## src/rtl/mem_fwd_source.sv

```systemverilog
// mem_fwd_source: memory-stage producer of forwarding bundles.
//
// Latches the EX->MEM bundle, runs the data-bus handshake for loads and
// stores, formats load data, and publishes the stage result both as a
// combinational bypass (mem_fwd) and as a registered writeback bundle (wb_*).
// While a bus access is outstanding the upstream pipeline is held.
//
// Ports:
//   clk, reset                 clock, async active-high reset
//   in_valid/in_ready          EX bundle handshake
//   in_dst, in_wen, in_result  destination, write enable, ALU result / address
//   in_load, in_store          memory op kind (never both)
//   in_size, in_unsigned       access size (0 B,1 H,2 W,3 D), zero-extend load
//   in_wdata                   store data, right-aligned
//   dreq_*                     data-bus request (valid, addr, size, strobe, data)
//   dresp_data_ok, dresp_data  data-bus completion and 8-byte-aligned read data
//   mem_fwd                    fwd_data_t bypass {valid, dst, data}
//   wb_valid/wen/dst/data      registered writeback bundle
//   mem_stall                  pipeline hold
//
// Build option: define MEM_FWD_LOAD_EN to let loads drive mem_fwd.valid once
// their data is captured; otherwise loads never assert mem_fwd.valid.

package mem_fwd_pkg;
    typedef struct packed {
        logic        valid;
        logic [4:0]  dst;
        logic [63:0] data;
    } fwd_data_t;
endpackage

module mem_fwd_source #(
    parameter int ADDR_W = 64,
    parameter int DATA_W = 64
) (
    input  logic                  clk,
    input  logic                  reset,
    input  logic                  in_valid,
    output logic                  in_ready,
    input  logic [4:0]            in_dst,
    input  logic                  in_wen,
    input  logic [DATA_W-1:0]     in_result,
    input  logic                  in_load,
    input  logic                  in_store,
    input  logic [1:0]            in_size,
    input  logic                  in_unsigned,
    input  logic [DATA_W-1:0]     in_wdata,
    output logic                  dreq_valid,
    output logic [ADDR_W-1:0]     dreq_addr,
    output logic [1:0]            dreq_size,
    output logic [7:0]            dreq_strobe,
    output logic [DATA_W-1:0]     dreq_data,
    input  logic                  dresp_data_ok,
    input  logic [DATA_W-1:0]     dresp_data,
    output mem_fwd_pkg::fwd_data_t mem_fwd,
    output logic                  wb_valid,
    output logic                  wb_wen,
    output logic [4:0]            wb_dst,
    output logic [DATA_W-1:0]     wb_data,
    output logic                  mem_stall
);

    localparam logic [1:0] EMPTY  = 2'd0;
    localparam logic [1:0] READY  = 2'd1;
    localparam logic [1:0] ACCESS = 2'd2;

    logic [1:0]        state;
    logic [4:0]        h_dst;
    logic              h_wen;
    logic [DATA_W-1:0] h_result;
    logic              h_load;
    logic              h_store;
    logic [1:0]        h_size;
    logic              h_unsigned;
    logic [DATA_W-1:0] h_wdata;

    logic [DATA_W-1:0] shifted;
    logic [DATA_W-1:0] load_fmt;
    logic [7:0]        size_mask;
    logic              load_ok;

    assign in_ready   = (state != ACCESS);
    assign dreq_valid = (state == ACCESS);
    assign mem_stall  = (state == ACCESS) && !dresp_data_ok;

    assign dreq_addr = h_result[ADDR_W-1:0];
    assign dreq_size = h_size;
    assign dreq_data = h_wdata << {h_result[2:0], 3'b000};

    always_comb begin
        size_mask = 8'h01;
        case (h_size)
            2'd0:    size_mask = 8'h01;
            2'd1:    size_mask = 8'h03;
            2'd2:    size_mask = 8'h0F;
            default: size_mask = 8'hFF;
        endcase
    end

    // Oversized masks on misaligned addresses simply fall off the top lane.
    assign dreq_strobe = h_store ? (size_mask << h_result[2:0]) : 8'h00;

    // Only the low address bits steer the lane; misalignment is not trapped.
    assign shifted = dresp_data >> {h_result[2:0], 3'b000};

    always_comb begin
        load_fmt = shifted;
        case (h_size)
            2'd0: load_fmt = h_unsigned ? {56'd0, shifted[7:0]}
                                        : {{56{shifted[7]}}, shifted[7:0]};
            2'd1: load_fmt = h_unsigned ? {48'd0, shifted[15:0]}
                                        : {{48{shifted[15]}}, shifted[15:0]};
            2'd2: load_fmt = h_unsigned ? {32'd0, shifted[31:0]}
                                        : {{32{shifted[31]}}, shifted[31:0]};
            default: load_fmt = shifted;
        endcase
    end

`ifdef MEM_FWD_LOAD_EN
    assign load_ok = 1'b1;
`else
    // Loads are never bypassed; decode interlocks load-use and waits for wb.
    assign load_ok = !h_load;
`endif

    // READY is the only state in which the held result is final.
    assign mem_fwd.valid = (state == READY) && h_wen && (h_dst != 5'd0) && load_ok;
    assign mem_fwd.dst   = h_dst;
    assign mem_fwd.data  = h_result;

    always_ff @(posedge clk or posedge reset) begin
        if (reset) begin
            state      <= EMPTY;
            h_dst      <= '0;
            h_wen      <= 1'b0;
            h_result   <= '0;
            h_load     <= 1'b0;
            h_store    <= 1'b0;
            h_size     <= '0;
            h_unsigned <= 1'b0;
            h_wdata    <= '0;
            wb_valid   <= 1'b0;
            wb_wen     <= 1'b0;
            wb_dst     <= '0;
            wb_data    <= '0;
        end else begin
            // Each bundle spends exactly one cycle in READY, so this pulses once.
            wb_valid <= (state == READY);
            wb_wen   <= (state == READY) && h_wen;
            wb_dst   <= h_dst;
            wb_data  <= h_result;

            if (in_valid && in_ready) begin
                h_dst      <= in_dst;
                h_wen      <= in_wen;
                h_result   <= in_result;
                h_load     <= in_load;
                h_store    <= in_store;
                h_size     <= in_size;
                h_unsigned <= in_unsigned;
                h_wdata    <= in_wdata;
                state      <= (in_load || in_store) ? ACCESS : READY;
            end else begin
                case (state)
                    READY: state <= EMPTY;
                    ACCESS: begin
                        if (dresp_data_ok) begin
                            state <= READY;
                            if (h_load) h_result <= load_fmt;
                        end
                    end
                    default: state <= EMPTY;
                endcase
            end
        end
    end

endmodule

```

## config.mk

```make
export PLATFORM = sky130hd
export DESIGN_NAME = mem_fwd_source
export DESIGN_NICKNAME = d
export VERILOG_FILES = /design/src/rtl/mem_fwd_source.sv
export SDC_FILE = /design/constraint.sdc
export NUM_CORES = 1
export LEC_CHECK = 0
export ABC_AREA = 1
export BUFFER_PORTS_ARGS = -buffer_cell sky130_fd_sc_hd__clkbuf_2
export CORE_AREA = 5 5 187 189
export DETAILED_ROUTE_END_ITERATION = 6
export DIE_AREA = 0 0 192 194
export GPL_TIMING_DRIVEN = 0
export HOLD_SLACK_MARGIN = 0.1
export PLACE_DENSITY_LB_ADDON = 0.25
export SLEW_MARGIN = 20
export SYNTH_ARGS = -nofsm -noshare
export SYNTH_HDL_FRONTEND = slang
export SYNTH_SLANG_ARGS = --single-unit
```

## constraint.sdc

```tcl
create_clock -name clk -period 19.95 [get_ports clk]
set_input_delay 3.99 -clock clk [delete_from_list [all_inputs] [get_ports clk]]
set_output_delay 3.99 -clock clk [all_outputs]
set_load 0.02 [all_outputs]
```

== Word level (Yosys, flattened, before mapping) ==
Index checks and enable logic that the tools add are counted.

* Add/subtract/negate cells: 0
* Multiply operators: 0
* Div/mod/pow operators: 0
* $lt $le $gt $ge: 0
* Equality and inequality tests: 6
* Shift-type cells: 3
* Mux-type cells: 14
* Bitwise operators: 0
* Reduce and logical (&&, ||, !) cells: 14

{| class="wikitable"
|+ Operator list
! cell !! number
|-
| $mux W64 || 7
|-
| $pmux W64 S3 || 1
|-
| $shl A64 B6 Y64 || 1
|-
| $shr A64 B6 Y64 || 1
|-
| $pmux W8 S3 || 1
|-
| $mux W2 || 4
|-
| $mux W8 || 1
|-
| $shl A8 B3 Y8 || 1
|-
| $reduce_bool A2 Y1 || 3
|-
| $logic_and A1 B1 Y1 || 5
|-
| $reduce_bool A5 Y1 || 1
|-
| $eq A2 B1 Y1 const B || 2
|-
| $eq A2 B2 Y1 const B || 2
|-
| $ne A3 B1 Y1 const B || 1
|-
| $reduce_and A3 Y1 || 1
|-
| $logic_not A1 Y1 || 2
|-
| $logic_not A2 Y1 || 1
|-
| $ne A2 B2 Y1 const B || 1
|-
| $logic_or A1 B1 Y1 || 1
|}

* Register bits: 212
* Latch bits: 0
* Bits in writable memories: 0
* Bits in read-only memories: 0
* Input bits: 207
* Output and inout port bits: 282
* Logic and storage cells: 50
* Memories kept: 0

== Logic depth before layout (Yosys ltp) ==
Gate-level depths: netlist of the first run.

* Depth after elaboration: 7
* Mapped depth: 13
* Depth with buffers taken out: 11

== Worst setup path before layout of the first run ==
No wires, ideal clock.

* Kind: input port to output port
* Start point: in dresp_data_ok
* End point: out mem_stall
* Arrival: 4.313 ns
* Data required time: 15.960 ns
* Path slack: 11.647 ns
* Stages: 1
* Path buffers: 0
* Cell sequence: nor2_1

* Word-level cells in the longest chain between the ends: 2

{| class="wikitable"
|+ RTL lines
! element !! RTL line !! RTL
|-
| start, declared || 53 || <nowiki>input logic dresp_data_ok,</nowiki>
|-
| $logic_not A1 Y1 || 84 || <nowiki>assign mem_stall = (state == ACCESS) && !dresp_data_ok;</nowiki>
|-
| $logic_and A1 B1 Y1 || 84 ||
|-
| end, declared || 60 || <nowiki>output logic mem_stall</nowiki>
|}

Every way passes these cells.

== Worst setup path in the final report of the first run ==
Same ends and word-level chain as after synthesis.

==> results.md, run 1 <==
* Clock root cell: clkbuf_16
* Die ar. at 37200 sq um
* Netlist Area Pre-Place at 12100 sq um
* Worst skew pair latency at 0.53 ns
* Most common cell in the netlist: nand2_1
* Pwr Total at 3110 uW
* WHS at 0.410 ns
* FMAX at 0.118 GHz
* Top_reg_cell synth: dfrtp_1
* TritonCTS clock tree: yes
* RSZ-0062 raised after global routing: no
* PwrDens at 194 nW/um^2
* Postcts setup bufs at 0
* Initial antenna violation count at 13
* Status: finished, final reports clean
* Iteration-0 DRC Markers at 1158
* Drt wl/cell at 22.0 microns
* Cts hold-fix bufs at 0
* Total wire length at 59600 microns
* Register area share after synthesis at 43.8%
* Post-synth top area cell: dfrtp_1
* FILL cells at 3425
* Final Hold Viols at 0
* IO Port Bufs at 488
* Final HPWL DP at 48100 microns
* Final Skew at 0.0104 ns
* Layout Nets at 2451
* Synth top area cells: dfrtp_1, nand2_1, o21ai_0
* Synth cell types at 31
* Post-synthesis net count at 1935
* Post-cts sizing count at 0
* Fin. max-slew vios at 0
* WS Path Type: input pin to primary output
* Multi-input gate area at 5390 sq um
* Global placement routability congestion at 1.00
* CP Capture Type: primary output
* Die Y at 194 microns
* Crit start category: input pin
* Period Utilization, post-route at 42.4%
* Commonest cells post-synth: nand2_1, dfrtp_1, o21ai_0
* Grt ovf at 0
* CP max FO at 3
* Max-cap viol count at 0
* Finished Layout Cells at 2711
* Worst Hold Class: register to register
* Vias per cell at 5.10
* Final non-filler cell area at 16000 sq um
* Max_slew headroom at 41.5%
* EDFF count, synth at 0
* Vias in the first global route at 13600
* Via count at 13800
* Worst-path clk slew at 0.06 ns
* # setup viols final at 0
* Switching Fraction at 52.7%
* Logic gate share of total power at 60.6%
* Die X at 192 microns
* Number of I/O pins at 489
* Clock power share at 15.6%
* Gr usage total at 30.7%
* Synth warnings at 0
* Placement Cell Area at 15200 sq um
* Mean Syn Cell Area at 7.01 sq um
* Register-to-Register Setup Slack at 17.42 ns
* CTS Buf Count at 24
* Post-DRT Antenna Nets at 0
* WP data required at 15.96 ns
* Synth top area share at 43.8%
* First drt pass iteration count at 6
* Starting Density at 36.6%
* Clock sink total at 212
* Largest net degree at the start of global routing at 105
* Leak at 0.00908 uW
* Area Growth Syn to Fin at 32.5%
* Row count at 67
* Cell count after synthesis at 1728
* Async S/R FF share, synth at 100%
* Storage element area at 5310 sq um
* Buffer depth of the longest clock path at 3
* First-pass GRT wire length at 86800 microns
* Placed cell count at 2666
* Crit path DAT at 4.47 ns
* Seq pwr share at 23.8%
* Maximum VDD drop at 121 uV
* Setup TNS at 0 ns
* Htree depth at 1
* Post-synthesis register bit count at 212
* Cell-internal power at 1470 uW
* P_sw at 1640 uW
* Fin crit period at 8.46 ns
* Core ar. at 33100 sq um
* Remaining DRCs at 0
* Slew @ Worst Pin at 0.869 ns
* Share of cells above drive strength 1 at 28.8%
==> power groups by stage <==
stage               registers [uW]  clock network (uW)  logic, uW
detailed placement             749                   0       1870
global route                   760                 511       2020
finish                         741                 485       1890
floorplan                      871                   0       1000
CTS                            742                 491       1880
global placement               745                   0       1880
==> placed cells by master, fill, tap and decap left out, types with 5 or more instances in the layout <==
cell	count
o21ai_1	8
dfrtp_1	212
inv_1	97
clkbuf_1	50
a31oi_1	9
nor2_1	123
buf_6	7
o21ai_0	160
o211ai_1	14
diode_2	5
buf_1	20
buf_4	68
nand2_1	680
mux2i_1	24
nand3_1	127
nor3_1	6
a21oi_1	55
bufinv_16	5
o22ai_1	12
clkbuf_2	488
buf_2	36
clkbuf_16	25
==> state kept, by name (all words and copies together) (netlist names) <==
name        flops
wb_valid        1
state           2
h_load          1
dreq_size       2
h_unsigned      1
wb_dst          5
h_wdata        64
h_dst           5
dreq_addr      64
wb_wen          1
h_wen           1
h_store         1
wb_data        64
==> path summary, 6_finish.rpt <==
check	start	to	depth (start not counted)
worst max register to register	dreq_addr[1]	dreq_addr[10]	9
max in group asynchronous	reset	h_wdata[4]	3
min in group asynchronous	reset	dreq_addr[59]	2
worst max-delay path	dresp_data_ok	mem_stall	3
worst min register to register	h_dst[0]	wb_dst[0]	0
worst min-delay path	h_dst[0]	wb_dst[0]	0
==> worst max-delay path, stage by stage <==
cell and delay, ns:
clkbuf_2 0.11, nor2_1 0.17, clkbuf_2 0.20
==> per-layer routing <==
| metal | global-route usage (%) | wire [microns] |
|---|---|---|
| met1 | 37.3 | 22700 |
| met2 | 53.0 | 28900 |
| met3 | 6.25 | 5060 |
| met4 | 12.6 | 2870 |
| met5 | 0 | 90 |
==> through the flow <==
stage / util (%) / worst slack, ns
3_5_place_dp: 45.8 / 11.52
4_1_cts: 48.4 / 11.51
2_1_floorplan: - / 10.17
5_1_grt: 48.4 / 11.51
6_report: 48.4 / 11.49
3_3_place_gp: 45.6 / 7.79
==> area by class of cell <==
type | instances | share of cell area, %
Antenna cell | 5 | 0.0780
Inverter | 103 | 2.47
Clock buffer | 30 | 4.20
Clock inverter | 10 | 1.15
Tap cell | 448 | 3.49
Timing Repair Buffer | 490 | 15.6
Sequential cell | 212 | 33.1
Buffer | 179 | 6.39
Multi-Input combinational cell | 1234 | 33.6
==> kinds of logic (layout without fill, tap and decap cells) <==
group / Yosys count / in the layout / synth area share, %
compound gates: 265 / 265 / 11.6
buf+inv: 282 / 812 / 11.7
flops: 212 / 212 / 43.8
mux: 24 / 24 / 1.98
other cells: 0 / 5 / 0
simple gates: 945 / 945 / 30.9
(Power assumes the default switching activity.)
==> run 2, diff against run 1 <==
- CORE_AREA: 5 5 187 189 -> default
- CORE_ASPECT_RATIO: default -> 0.5
- CORE_MARGIN: default -> 5
- CORE_UTILIZATION: default -> 45
- DIE_AREA: 0 0 192 194 -> default
- clock period: 19.95 -> 7.7 ns (I/O delays scaled with it)
==> results.md, run 2 (synthesis results as in run 1) <==
* CP max FO at 10 (was 3)
* Postcts setup bufs at 0 (unchanged)
* IO Port Bufs at 488 (unchanged)
* Min-delay src: h_dst[0] (unchanged)
* WP data required at 6.16 ns (was 15.96 ns)
* Crit path DAT at 3.16 ns (was 4.47 ns)
* Row count at 42 (was 67)
* Core ar. at 26500 sq um (was 33100 sq um)
* Endpoint, Worst Hold: wb_dst[0] (unchanged)
* Switching Fraction at 53.5% (was 52.7%)
* First drt pass iteration count at 6 (unchanged)
* Max-cap viol count at 0 (unchanged)
* Cell-internal power at 3590 uW (was 1470 uW)
* CP Capture Type: primary output (unchanged)
* Final Skew at 0.0152 ns (was 0.0104 ns)
* Post-DRT Antenna Nets at 0 (unchanged)
* PwrDens at 492 nW/um^2 (was 194 nW/um^2)
* Number of I/O pins at 489 (unchanged)
* Die X at 242 microns (was 192 microns)
* Clock sink total at 212 (unchanged)
* Remaining DRCs at 0 (unchanged)
* Cts hold-fix bufs at 0 (unchanged)
* Worst Hold Class: register to register (unchanged)
* Worst reg-to-reg path cell count at 9 (unchanged)
* Final worst slack at 3.00 ns (was 11.49 ns)
* Via count at 13600 (was 13800)
* Drt wl/cell at 20.1 microns (was 22.0 microns)
* Vias in the first global route at 12900 (was 13600)
* Max_slew headroom at 49.9% (was 41.5%)
* Gr usage total at 32.6% (was 30.7%)
* Die Y at 126 microns (was 194 microns)
* Seq pwr share at 24.9% (was 23.8%)
* Reg-to-Reg Start: dreq_addr[1] (unchanged)
* Final HPWL DP at 41900 microns (was 48100 microns)
* Period Utilization, post-route at 61.0%
* Hold depth at 0 (unchanged)
* Htree depth at 1 (unchanged)
* RSZ-0062 raised after global routing: no (unchanged)
* CP max stage cell: buf_1 (was clkbuf_2)
* Clock root cell: clkbuf_16 (unchanged)
* First-pass GRT wire length at 77300 microns (was 86800 microns)
* Most used cell, CP: buf_2 (was clkbuf_2)
* Finished Layout Cells at 2607 (was 2711)
* Placed cell count at 2570 (was 2666)
* Starting Density at 45.7% (was 36.6%)
* Layout Nets at 2447 (was 2451)
* Final Util at 59.2% (was 48.4%)
* Maximum VDD drop at 241 uV (was 121 uV)
* Post-cts sizing count at 0 (unchanged)
* Global placement routability congestion at 1.03 (was 1.00)
* Clock power share at 12.8% (was 15.6%)
* Cell family with most CP delay: buffers and inverters (unchanged)
* Fin crit period at 4.70 ns
* Vias per cell at 5.23 (was 5.10)
* Grt ovf at 0 (unchanged)
* Area Growth Syn to Fin at 29.6% (was 32.5%)
* # setup viols final at 0 (unchanged)
* Buf/Inv on CP at 5 (was 2)
* Iteration-0 DRC Markers at 1447 (was 1158)
* Crit start category: register (was input pin)
* Slew @ Worst Pin at 0.752 ns (was 0.869 ns)
* Status: finished, final reports clean (unchanged)
* Logic gate share of total power at 62.3% (was 60.6%)
* Worst-path clk slew at 0.08 ns (was 0.06 ns)
* FMAX at 0.213 GHz
* CP max stage delay at 0.51 ns (was 0.20 ns)
* CTS Buf Count at 20 (was 24)
* Most frequent cells in the layout: nand2_1, clkbuf_2, dfrtp_1 (unchanged)
* Register-to-Register Setup Slack at 5.27 ns (was 17.42 ns)
* Setup TNS at 0 ns (unchanged)
* Total wire length at 52400 microns (was 59600 microns)
* Fin. max-slew vios at 0 (unchanged)
* Buffer depth of the longest clock path at 3 (unchanged)
* Initial antenna violation count at 3 (was 13)
* Share of cells above drive strength 1 at 28.5% (was 28.8%)
* Pwr Total at 7720 uW (was 3110 uW)
* Worst skew pair latency at 0.52 ns (was 0.53 ns)
* TritonCTS clock tree: yes (unchanged)
* Most common cell after layout, fill and taps aside: nand2_1 (unchanged)
* Cell Chain, Critical Path: inv_2 -> buf_2 -> buf_2 -> buf_1 -> nand2_1 -> o21ai_0 -> clkbuf_2 (was clkbuf_2 -> nor2_1 -> clkbuf_2)
* Final Hold Viols at 0 (unchanged)
* Leak at 0.00897 uW (was 0.00908 uW)
* DP Worst Slack at 3.71 ns (was 11.52 ns)
* FF-to-FF End: dreq_addr[10] (unchanged)
* Die ar. at 30500 sq um (was 37200 sq um)
* WS Path Type: register to primary output (was input pin to primary output)
* P_sw at 4130 uW (was 1640 uW)
* Largest net degree at the start of global routing at 105 (unchanged)
## run 2: through the flow
stage / cell area, sq um / hold WS (ns)
4_1_cts: 15700 / 0.418
6_report: 15700 / 0.411
5_1_grt: 15700 / 0.440
3_5_place_dp: 15100 / 0.399
3_3_place_gp: 15000 / 0.400
2_1_floorplan: 12100 / 0.413
## run 2: layout make-up
class	instances	area [sq um]
plain buffers	179	1020
well taps	352	440
flip-flops and latches	212	5310
fillers	2595	10800
repair buffers	490	2500
clock inverters	7	65.1
inverters	103	397
multi-input cells	1234	5390
clock buffers	27	568
diodes	3	7.51
## run 2: power groups by stage
stage	Combinational (uW)	Sequential (uW)	Clock, uW
after detailed placement	4720	1930	0
after global placement	4710	1920	0
after CTS	4740	1920	1000
final	4810	1920	988
after global routing	5120	1970	1040
after floorplan	2600	2260	0
## run 2: how the worst max path moves through the flow
stage	startpoint	end	slack (ns)	depth (start not counted)
floorplan	reset	dreq_addr[0]	0.37	1
global placement	reset	h_wdata[36]	-1.92	2
detailed placement	dreq_addr[1]	dreq_data[45]	3.71	7
CTS	dreq_addr[1]	dreq_data[45]	3.16	7
global route	dreq_addr[1]	dreq_data[61]	3.00	8
finish	dreq_addr[1]	dreq_data[45]	3.00	7
## run 2: per-layer routing
metal	GRT usage (%)	up-vias	wire [microns]
met5	0	-	0
met1	43.5	6393	21300
met2	55.0	694	24900
met4	8.62	0	1530
met3	6.58	108	4580
li1	-	6448	-
==> run 3, diff against run 2 <==
- ABC_AREA: 1 -> 0
- CORE_UTILIZATION: 45 -> 44
- clock period: 7.7 -> 3.9 ns (I/O delays scaled with it)
==> results.md, run 3 <==
* Status: complete, but fails checks (was finished, final reports clean)
* Failing checks: design-rule violations
* Cell count after synthesis at 1261 (was 1728)
* Register-to-Register Setup Slack at 1.02 ns (was 5.27 ns)
* Finished Layout Cells at 2142 (was 2607)
* Worst-path clk slew at 0.07 ns (was 0.08 ns)
* Final HPWL DP at 40300 microns (was 41900 microns)
* Total wire length at 50900 microns (was 52400 microns)
* TritonCTS clock tree: yes (unchanged)
* Fin crit period at 3.87 ns
* Starting Density at 44.3% (was 45.7%)
* Via count at 12000 (was 13600)
* IO Port Bufs at 488 (unchanged)
* Crit start category: register (unchanged)
* First-pass GRT wire length at 74200 microns (was 77300 microns)
* Synth top area cells: dfrtp_1, nand2_1, mux2_2 (was dfrtp_1, nand2_1, o21ai_0)
* Final Util at 58.6% (was 59.2%)
* Vias per cell at 5.62 (was 5.23)
* Crit path DAT at 3.09 ns (was 3.16 ns)
* Mean Syn Cell Area at 9.20 sq um (was 7.01 sq um)
* Maximum VDD drop at 459 uV (was 241 uV)
* Leak at 0.00788 uW (was 0.00897 uW)
* Max-cap viol count at 0 (unchanged)
* Worst reg-to-reg path cell count at 7 (was 9)
* Die ar. at 29900 sq um (was 30500 sq um)
* Drt wl/cell at 23.7 microns (was 20.1 microns)
* First drt pass iteration count at 7 (was 6)
* Post-synthesis register bit count at 212 (unchanged)
* RSZ-0062 raised after global routing: no (unchanged)
* Top_reg_cell synth: dfrtp_1 (unchanged)
* CTS Buf Count at 20 (unchanged)
* PwrDens at 806 nW/um^2 (was 492 nW/um^2)
* Share of cells above drive strength 1 at 41.6% (was 28.5%)
* Most frequent cells in the layout: clkbuf_2, nand2_1, dfrtp_1 (was nand2_1, clkbuf_2, dfrtp_1)
* Clock root cell: clkbuf_16 (unchanged)
* Critical Path Source: dreq_addr[1] (unchanged)
* Iteration-0 DRC Markers at 1017 (was 1447)
* Worst Hold Class: input pin to async pin (was register to register)
* Clock sink total at 212 (unchanged)
* Placed cell count at 2107 (was 2570)
* Remaining DRCs at 7 (was 0)
* Most common cell in the netlist: nand2_1 (unchanged)
* Register area share after synthesis at 45.7% (was 43.8%)
* FF-to-FF End: dreq_addr[39] (was dreq_addr[10])
* Period Utilization, post-route at 99.3%
* Htree depth at 1 (unchanged)
* Area Growth Syn to Fin at 32.3% (was 29.6%)
* Layout Nets at 1982 (was 2447)
* EDFF count, synth at 0 (unchanged)
* Post-synth top area cell: dfrtp_1 (unchanged)
* Global placement routability congestion at 1.00 (was 1.03)
* Commonest cells post-synth: nand2_1, dfrtp_1, nor2_1 (was nand2_1, dfrtp_1, o21ai_0)
* Pwr Total at 12400 uW (was 7720 uW)
* Post-synthesis net count at 1468 (was 1935)
* # setup viols final at 0 (unchanged)
* Number of I/O pins at 489 (unchanged)
* Critical path destination: dreq_data[27] (was dreq_data[45])
* Row count at 42 (unchanged)
* WS Path Type: register to primary output (unchanged)
* Die X at 240 microns (was 242 microns)
* Synth warnings at 0 (unchanged)
* WHS at 0.295 ns (was 0.411 ns)
* Final non-filler cell area at 15400 sq um (was 15700 sq um)
* Initial antenna violation count at 2 (was 3)
* Post-DRT Antenna Nets at 0 (unchanged)
* Die Y at 125 microns (was 126 microns)
* Met3 usage at 6.35% (was 6.58%)
* Final Skew at 0.0140 ns (was 0.0152 ns)
* Reg-to-Reg Start: dreq_addr[2] (was dreq_addr[1])
* Core ar. at 26200 sq um (was 26500 sq um)
* Slew @ Worst Pin at 0.986 ns (was 0.752 ns)
* Placement Cell Area at 14600 sq um (was 15100 sq um)
* CP Capture Type: primary output (unchanged)
* Met2 GRT Util at 52.7% (was 55.0%)
* WP data required at 3.12 ns (was 6.16 ns)
* Worst skew pair latency at 0.53 ns (was 0.52 ns)
* Buffer depth of the longest clock path at 3 (unchanged)
* Netlist Area Pre-Place at 11600 sq um (was 12100 sq um)
* Final Hold Viols at 0 (unchanged)
* Synth cell types at 53 (was 31)
* Grt ovf at 0 (unchanged)
* Most common cell after layout, fill and taps aside: clkbuf_2 (was nand2_1)
* Async S/R FF share, synth at 100% (unchanged)
* Gr usage total at 32.3% (was 32.6%)
* Vias in the first global route at 11800 (was 12900)
* Synth top area share at 45.7% (was 43.8%)
* Postcts setup bufs at 0 (unchanged)
* Max_slew headroom at 33.7% (was 49.9%)
* Largest net degree at the start of global routing at 35 (was 105)
* FMAX at 0.258 GHz
* Fin. max-slew vios at 0 (unchanged)
* CP max FO at 10 (unchanged)
* Met1 usage at 44.3% (was 43.5%)
* Most crowded layer after global routing: met2 (unchanged)
[run 3: cell types whose count changed in the layout (fill, tap and decap cells not counted), sizes merged, moves of 27 or more]
cell,delta
a21oi,+44
buf,-30
inv,-89
mux2,+56
mux2i,+38
nand2,-387
nand3,-123
nor2,-27
o21ai,-131
o22ai,+39
[run 3: metal layers]
layer | up-vias | routed length, microns | share of wire [%]
met5 | - | 12 | 0.024
met4 | 2 | 1690 | 3.3
met3 | 130 | 4370 | 8.6
met2 | 648 | 23800 | 47
met1 | 5880 | 21000 | 41
li1 | 5376 | - | -
[run 3: area by class of cell]
cell class	instances	area, sq um
Antenna cell	1	2.50
Buffer	157	942
Clock buffer	25	571
Clock inverter	11	116
Fill cell	2441	10900
Inverter	14	60.1
Multi-Input combinational cell	876	5360
Sequential cell	212	5310
Tap cell	352	440
Timing Repair Buffer	494	2560
[run 3: worst min path at each step]
stage          startpoint             to  slack (ns)  depth (start not counted)
4_1_cts             reset  dreq_addr[63]        0.30                          2
3_5_place_dp     h_dst[4]      wb_dst[4]        0.41                          0
2_1_floorplan    state[1]       wb_valid        0.41                          1
3_3_place_gp     h_dst[4]      wb_dst[4]        0.41                          0
6_report            reset    wb_data[63]        0.29                          2
5_1_grt             reset    wb_data[14]        0.33                          2
[run 3: metrics by stage]
stage / setup TNS, ns / setup slack (ns)
2_1_floorplan: 0 / 0.364
3_3_place_gp: -192.20 / -0.934
3_5_place_dp: 0 / 0.238
4_1_cts: 0 / 0.00544
5_1_grt: 0 / 0.00512
6_report: 0 / 0.0267
[run 3: what timing repair did]
action                     in CTS  in global routing
hold endpoints to repair        0                  0
setup endpoints to repair      46                 49
hold buffers                    0                  0
gates resized for setup         9                 25
[run 3: worst max-delay path, stage by stage (launching register included)]
cell and delay [ns]:
dfrtp_1 0.41, buf_6 0.17, buf_4 0.22, buf_4 0.26
buf_6 0.24, buf_4 0.28, mux2i_1 0.14, and2_1 0.20
nor3_1 0.38, clkbuf_2 0.25
[run 3: cells by family (layout without fill, tap and decap cells)]
| family | Yosys count | count (layout) | share of synthesized area (%) |
|---|---|---|---|
| compound gates | 287 | 287 | 16.8 |
| buf+inv | 173 | 701 | 8.33 |
| flops | 212 | 212 | 45.7 |
| mux | 127 | 127 | 12.5 |
| other cells | 0 | 1 | 0 |
| simple gates | 462 | 462 | 16.7 |
[run 3: power breakdown]
group          leakage, uW  internal (uW)  switching [uW]  total [uW]
combinational      0.00495           2380            4250        6630
clock             0.000334           1180             925        2100
sequential         0.00260           2930             715        3640
